**src/rtl/mips_pipe_pkg.sv**
```systemverilog
`default_nettype none
// +--------------------------------------------------------------------------+
// | Module   : mips_pipe_pkg                                                 |
// | Purpose  : Shared widths, constants and types for the MIPS pipeline      |
// |            front end (fetch stage and IF/ID pipeline register).          |
// | Contents : WORD_W, NOP_INSTR, DEFAULT_RESET_PC, STALL_CNT_W,             |
// |            if_id_t payload struct, pc_plus4() helper.                    |
// | Revision : 1.0 - initial release                                         |
// +--------------------------------------------------------------------------+
package mips_pipe_pkg;

  localparam int unsigned WORD_W      = 32;
  localparam int unsigned STALL_CNT_W = 16;

  localparam logic [WORD_W-1:0] NOP_INSTR        = 32'h0000_0000;
  localparam logic [WORD_W-1:0] DEFAULT_RESET_PC = 32'h0000_0000;

  // Contents of the IF/ID pipeline register.
  typedef struct packed {
    logic [WORD_W-1:0] instr;
    logic [WORD_W-1:0] pc_plus4;
    logic              valid;
  } if_id_t;

  // Sequential PC increment; the 32-bit add wraps naturally modulo 2^32.
  function automatic logic [WORD_W-1:0] pc_plus4(input logic [WORD_W-1:0] pc);
    return pc + 32'd4;
  endfunction

endpackage
`default_nettype wire

```
**src/rtl/if_id_reg.sv**
```systemverilog
`default_nettype none
// +--------------------------------------------------------------------------+
// | Module   : if_id_reg                                                     |
// | Purpose  : IF/ID pipeline register holding instruction, PC+4 and valid.  |
// |            Per-edge priority: reset > flush > hold > load.               |
// | Ports    : clk, reset (sync, active-low)                                 |
// |            i_flush     - squash contents to a NOP bubble                 |
// |            i_hold      - keep current contents                           |
// |            i_instr     - instruction to load                             |
// |            i_pc_plus4  - PC+4 of that instruction                        |
// |            o_instr, o_pc_plus4, o_valid - registered outputs             |
// | Revision : 1.0 - initial release                                         |
// +--------------------------------------------------------------------------+
module if_id_reg
  import mips_pipe_pkg::*;
(
  input  logic              clk,
  input  logic              reset,
  input  logic              i_flush,
  input  logic              i_hold,
  input  logic [WORD_W-1:0] i_instr,
  input  logic [WORD_W-1:0] i_pc_plus4,
  output logic [WORD_W-1:0] o_instr,
  output logic [WORD_W-1:0] o_pc_plus4,
  output logic              o_valid
);

  localparam if_id_t c_bubble = '{instr: NOP_INSTR, pc_plus4: '0, valid: 1'b0};

  if_id_t r_q;

  always_ff @(posedge clk) begin
    if (!reset) begin
      r_q <= c_bubble;
    end else if (i_flush) begin
      r_q <= c_bubble;
    end else if (!i_hold) begin
      r_q <= '{instr: i_instr, pc_plus4: i_pc_plus4, valid: 1'b1};
    end
  end

  assign o_instr    = r_q.instr;
  assign o_pc_plus4 = r_q.pc_plus4;
  assign o_valid    = r_q.valid;

endmodule
`default_nettype wire

```
**src/rtl/fetch_stage.sv**
```systemverilog
`default_nettype none
// +--------------------------------------------------------------------------+
// | Module   : fetch_stage                                                   |
// | Purpose  : Instruction fetch stage: PC register, next-PC selection and   |
// |            the IF/ID pipeline register.                                  |
// | Params   : RESET_PC - PC loaded while reset is low                       |
// | Macro    : FETCH_STALL_COUNT_EN - adds saturating stall counter and the  |
// |            Stall_Count_Out port                                          |
// | Ports    : clk, reset (sync, active-low)                                 |
// |            PC_Freeze_In, IF_ID_Stall_Write_In - hazard unit holds        |
// |            Branch_Taken_In, Branch_Target_In  - EX-stage redirect        |
// |            Instr_Mem_Data_In / Instr_Mem_Addr_Out - instruction memory   |
// |            ID_Instruction_Out, ID_PC_Plus4_Out, ID_Valid_Out - to ID     |
// |            Stall_Count_Out - stall-cycle counter (macro only)            |
// | Revision : 1.0 - initial release                                         |
// +--------------------------------------------------------------------------+
module fetch_stage
  import mips_pipe_pkg::*;
#(
  parameter logic [31:0] RESET_PC = DEFAULT_RESET_PC
) (
  input  logic        clk,
  input  logic        reset,
  input  logic        PC_Freeze_In,
  input  logic        IF_ID_Stall_Write_In,
  input  logic        Branch_Taken_In,
  input  logic [31:0] Branch_Target_In,
  input  logic [31:0] Instr_Mem_Data_In,
  output logic [31:0] Instr_Mem_Addr_Out,
  output logic [31:0] ID_Instruction_Out,
  output logic [31:0] ID_PC_Plus4_Out,
  output logic        ID_Valid_Out
`ifdef FETCH_STALL_COUNT_EN
  ,
  output logic [15:0] Stall_Count_Out
`endif
);

  logic [WORD_W-1:0] r_pc;
  logic [WORD_W-1:0] w_pc_plus4;
  logic [WORD_W-1:0] w_pc_next;

  assign w_pc_plus4 = pc_plus4(r_pc);

  // Redirect targets are forced word-aligned; a redirect overrides a freeze.
  always_comb begin
    w_pc_next = w_pc_plus4;
    if (Branch_Taken_In) begin
      w_pc_next = {Branch_Target_In[31:2], 2'b00};
    end else if (PC_Freeze_In) begin
      w_pc_next = r_pc;
    end
  end

  always_ff @(posedge clk) begin
    if (!reset) begin
      r_pc <= RESET_PC;
    end else begin
      r_pc <= w_pc_next;
    end
  end

  assign Instr_Mem_Addr_Out = r_pc;

  // The branch flush wins over the hazard unit's stall request.
  if_id_reg u_if_id_reg (
    .clk        (clk),
    .reset      (reset),
    .i_flush    (Branch_Taken_In),
    .i_hold     (IF_ID_Stall_Write_In),
    .i_instr    (Instr_Mem_Data_In),
    .i_pc_plus4 (w_pc_plus4),
    .o_instr    (ID_Instruction_Out),
    .o_pc_plus4 (ID_PC_Plus4_Out),
    .o_valid    (ID_Valid_Out)
  );

`ifdef FETCH_STALL_COUNT_EN
  logic [STALL_CNT_W-1:0] r_stall_cnt;

  // Counts only edges where the IF/ID register actually held; a flush edge
  // is not a stall even if the hazard unit asked for one.
  always_ff @(posedge clk) begin
    if (!reset) begin
      r_stall_cnt <= '0;
    end else if (IF_ID_Stall_Write_In && !Branch_Taken_In && (r_stall_cnt != '1)) begin
      r_stall_cnt <= r_stall_cnt + 1'b1;
    end
  end

  assign Stall_Count_Out = r_stall_cnt;
`endif

endmodule
`default_nettype wire

```
**config.mk**
```make
export PLATFORM = sky130hd
export DESIGN_NAME = fetch_stage
export DESIGN_NICKNAME = d
export VERILOG_FILES = /design/src/rtl/mips_pipe_pkg.sv /design/src/rtl/if_id_reg.sv /design/src/rtl/fetch_stage.sv
export SDC_FILE = /design/constraint.sdc
export NUM_CORES = 1
export LEC_CHECK = 0
export ABC_AREA = 1
export CAP_MARGIN = 10
export CORE_UTILIZATION = 45
export DETAILED_ROUTE_END_ITERATION = 10
export PLACE_DENSITY = 0.89
export SYNTH_ARGS = -nofsm -noshare
export SYNTH_HDL_FRONTEND = slang
export SYNTH_HIERARCHICAL = 1
export SYNTH_SLANG_ARGS = --single-unit
```
**constraint.sdc**
```tcl
create_clock -name clk -period 1.85 [get_ports clk]
set_input_delay 0.4625 -clock clk [delete_from_list [all_inputs] [get_ports clk]]
set_output_delay 0.4625 -clock clk [all_outputs]
set_load 0.05 [all_outputs]
```
==> results_dict.tcl <==
set metrics [dict create \
    cp-start-kind "register" \
    place_ws_ns 0.01758 \
    syn_inst 647 \
    drtIter0Drc 309 \
    track_usage 0.2404 \
    layout-drive-gt1-share 0.2399 \
    grt_setup_unrepaired "no" \
    status "completed" \
    h-tree-depth 3 \
    clock-root-buffer "clkbuf_8" \
    dieArea_mm2 0.01074 \
    ioPinCount 166 \
    antenna_left 0 \
    port_buffers 161 \
    seqPwrFrac 0.483 \
    vias 4701 \
    cts_tree "yes" \
    grt_pass1_vias 4394 \
    yosys-mux-area-fraction 0 \
    synth_xor_area_frac 0.03958 \
    clockPowerShare 0.305 \
    finalWirelength_um 12830 \
    synthFlopType "dfxtp_1" \
    antenna_found_initial 0 \
    num_rows 36 \
    cts_sinks 95 \
    drv_slew 0 \
    synth_compound_area_frac 0.1551 \
    grt-ovfl-total 0 \
    hold_violations 0 \
    powerDensity_mw_per_mm2 697.9 \
    place.gp.congestion 0.9490 \
    yosys.area_share.simple 0.3002 \
    final.setup.tns_ns 0 \
    core_area_mm2 0.009910 \
    synthAdderAreaFrac 0.002693 \
    r2r-end "Instr_Mem_Addr_Out[20]$_SDFFE_PN0P_" \
    r2r-start "Instr_Mem_Addr_Out[3]$_SDFFE_PN0P_" \
    p_int_uw 3069 \
    ys_seq_elements 95 \
    cts_made_buffers 9 \
    cts_hold_buf 0 \
    max-cap-violations 0 \
    min_path_type "reg2reg" \
    clock_skew_ns 0.01010 \
    synth.most_common_cell "nand2_1" \
    swShare 0.3250 \
    reg2reg_slack_ns 0.20 \
    clk_latency_ns 0.37 \
    reg2regPathDepth 8 \
    start_util 0.4689 \
    setup_viol 0 \
    grt_max_degree 39 \
    worstHoldEndpoint "u_if_id_reg/o_instr[28]$_SDFFE_PP0N_" \
    postCtsSetupBuffers 0 \
    switching_power_uw 1477 \
    timing.final.ws_setup_ns 0.2023 \
    grt_pass1_wl_um 21040 \
    fin_util 0.6573 \
    fin_area_mm2 0.006514 \
    yosysWarnings 6 \
    crit_required_ns 2.12 \
    cts.path.max_buffers 2 \
    min_from "u_if_id_reg/o_instr[28]$_SDFFE_PP0N_" \
    irDropWorstVdd_v 0.0003839 \
    dr.pass1.iters 5 \
    seq_area_frac_synth 0.4093 \
    p_comb_frac 0.212 \
    min_path_cells 2 \
    clk_pin_slew_ns 0.10 \
    synth-edff-count 0 \
    crit_path_end_kind "register" \
    fp.dieW_um 103.6 \
    async_flop_share 0 \
    dieHeight_um 103.6 \
    ys_types 26 \
    final_nets 878 \
    synthTopCellsByCount "nand2_1 (261), dfxtp_1 (95), a21oi_1 (57), inv_1 (47), nor2_1 (31)" \
    synth_top_area_frac 0.4093 \
    leakagePower_uw 0.002659 \
    finalCritPeriodShare 0.8906 \
    antenna_cells 0 \
    detail_route.vias_per_cell 4.969 \
    synthTopCellsByArea "dfxtp_1 (41%), nand2_1 (21%), a21oi_1 (6.1%), a21oi_2 (5.3%), inv_1 (3.8%)" \
    drc 0 \
    synth_area_mm2 0.004647 \
    wl_per_cell_um 13.56 \
    syn_area_per_cell_um2 7.182 \
    arrival_ns 1.92 \
    nFillCells 872 \
    dpl-instance-area_mm2 0.006314 \
    crit_type "reg2reg" \
    path_max_fanout 4 \
    crit_path_start "Instr_Mem_Addr_Out[3]$_SDFFE_PN0P_" \
    yosysTopAreaCell "dfxtp_1" \
    dp_hpwl_um 9298 \
    min_period_ns 1.648 \
    syn2layout_area_growth_pct 40.17 \
    clock.fmax_mhz 606.9 \
    synth_top_family_by_area "simple AND/OR/NAND/NOR gates" \
]
[cells by family after synthesis]
group | after synthesis
compound gates | 116
fa+ha+maj | 1
xor+xnor | 15
buf+inv | 85
other cells | 1
simple gates | 334
flops | 95
[state kept, by name, summed over array words and instances, names as in the netlist]
name,flops
u_if_id_reg/o_valid,1
u_if_id_reg/o_instr,32
Instr_Mem_Addr_Out,30
u_if_id_reg/o_pc_plus4,32
[how the worst max path moves through the flow]
stage	slack (ns)	to	cells past startpoint
6_report	0.20	Instr_Mem_Addr_Out[20]$_SDFFE_PN0P_	8
5_1_grt	0.01	u_if_id_reg/o_pc_plus4[21]$_SDFFE_PP0N_	9
2_1_floorplan	0.06	u_if_id_reg/o_pc_plus4[21]$_SDFFE_PP0N_	8
4_1_cts	0.16	Instr_Mem_Addr_Out[17]$_SDFFE_PN0P_	7
3_5_place_dp	0.02	Instr_Mem_Addr_Out[2]$_SDFFE_PN0P_	7
3_3_place_gp	0.06	Instr_Mem_Addr_Out[3]$_SDFFE_PN0P_	8
[routing by layer]
layer	share of wire	vias to the layer above	wire, µm	track usage
li1	-	2337	-	-
met1	0.45	2126	5817	0.3081
met2	0.46	211	5962	0.3960
met3	0.063	27	803	0.04154
met4	0.019	0	248	0.1066
met5	0	-	0	0
[cell type report]
class	instances	area, µm²	area share
inverters	51	191.4	0.02939
clock inverters	6	58.81	0.009028
clock buffers	10	137.6	0.02113
multi-input cells	470	2335	0.3584
repair buffers	181	1719	0.2639
well taps	133	166.4	0.02555
flip-flops and latches	95	1906	0.2925
[per-stage QoR]
step	hold WS [ns]	total power (µW)	instances
global route	0.4912	4742	946
finish	0.4612	4546	946
global placement	0.4430	3188	930
CTS	0.4624	4585	946
floorplan	0.5601	2800	650
detailed placement	0.4483	3201	930
[power groups by stage]
stage	clock network, µW	logic, µW	registers [µW]
final	1390	964	2190
after global routing	1510	1020	2210
after CTS	1430	966	2190
after detailed placement	0	961	2240
after global placement	0	950	2240
after floorplan	0	314	2490
[placed cells by master (no fill, tap or decap)]
cell type / count
dfxtp_2: 3
nand3_1: 18
clkinvlp_4: 1
buf_4: 99
xor2_2: 7
buf_2: 1
nand2_2: 6
nor2_4: 10
conb_1: 4
nand2_1: 260
nor3_1: 1
nand2_4: 2
a22o_1: 7
clkdlybuf4s50_1: 65
nor2_1: 29
buf_12: 16
inv_1: 47
inv_6: 1
xor2_1: 4
nor2_2: 3
inv_8: 3
clkinv_4: 1
and2_1: 5
a21oi_1: 57
a21oi_2: 28
ha_1: 1
clkbuf_8: 10
inv_2: 4
xnor2_1: 4
a31oi_1: 7
o21ai_0: 17
dfxtp_1: 92
[worst max-delay path, stage by stage (launching register included)]
cell	delay [ns]
dfxtp_2	0.37
ha_1	0.22
nand3_1	0.16
nor2_2	0.17
nand2_1	0.15
o21ai_0	0.18
nand2_1	0.11
a21oi_1	0.14
nor2_1	0.05
[timing repair]
action / 4_1_cts / 5_1_grt
hold endpoints to repair: 0 / 0
resized for setup: 0 / 2
endpoints found under the setup margin: 0 / 4
Note: power is estimated with default switching activity, not from simulation.
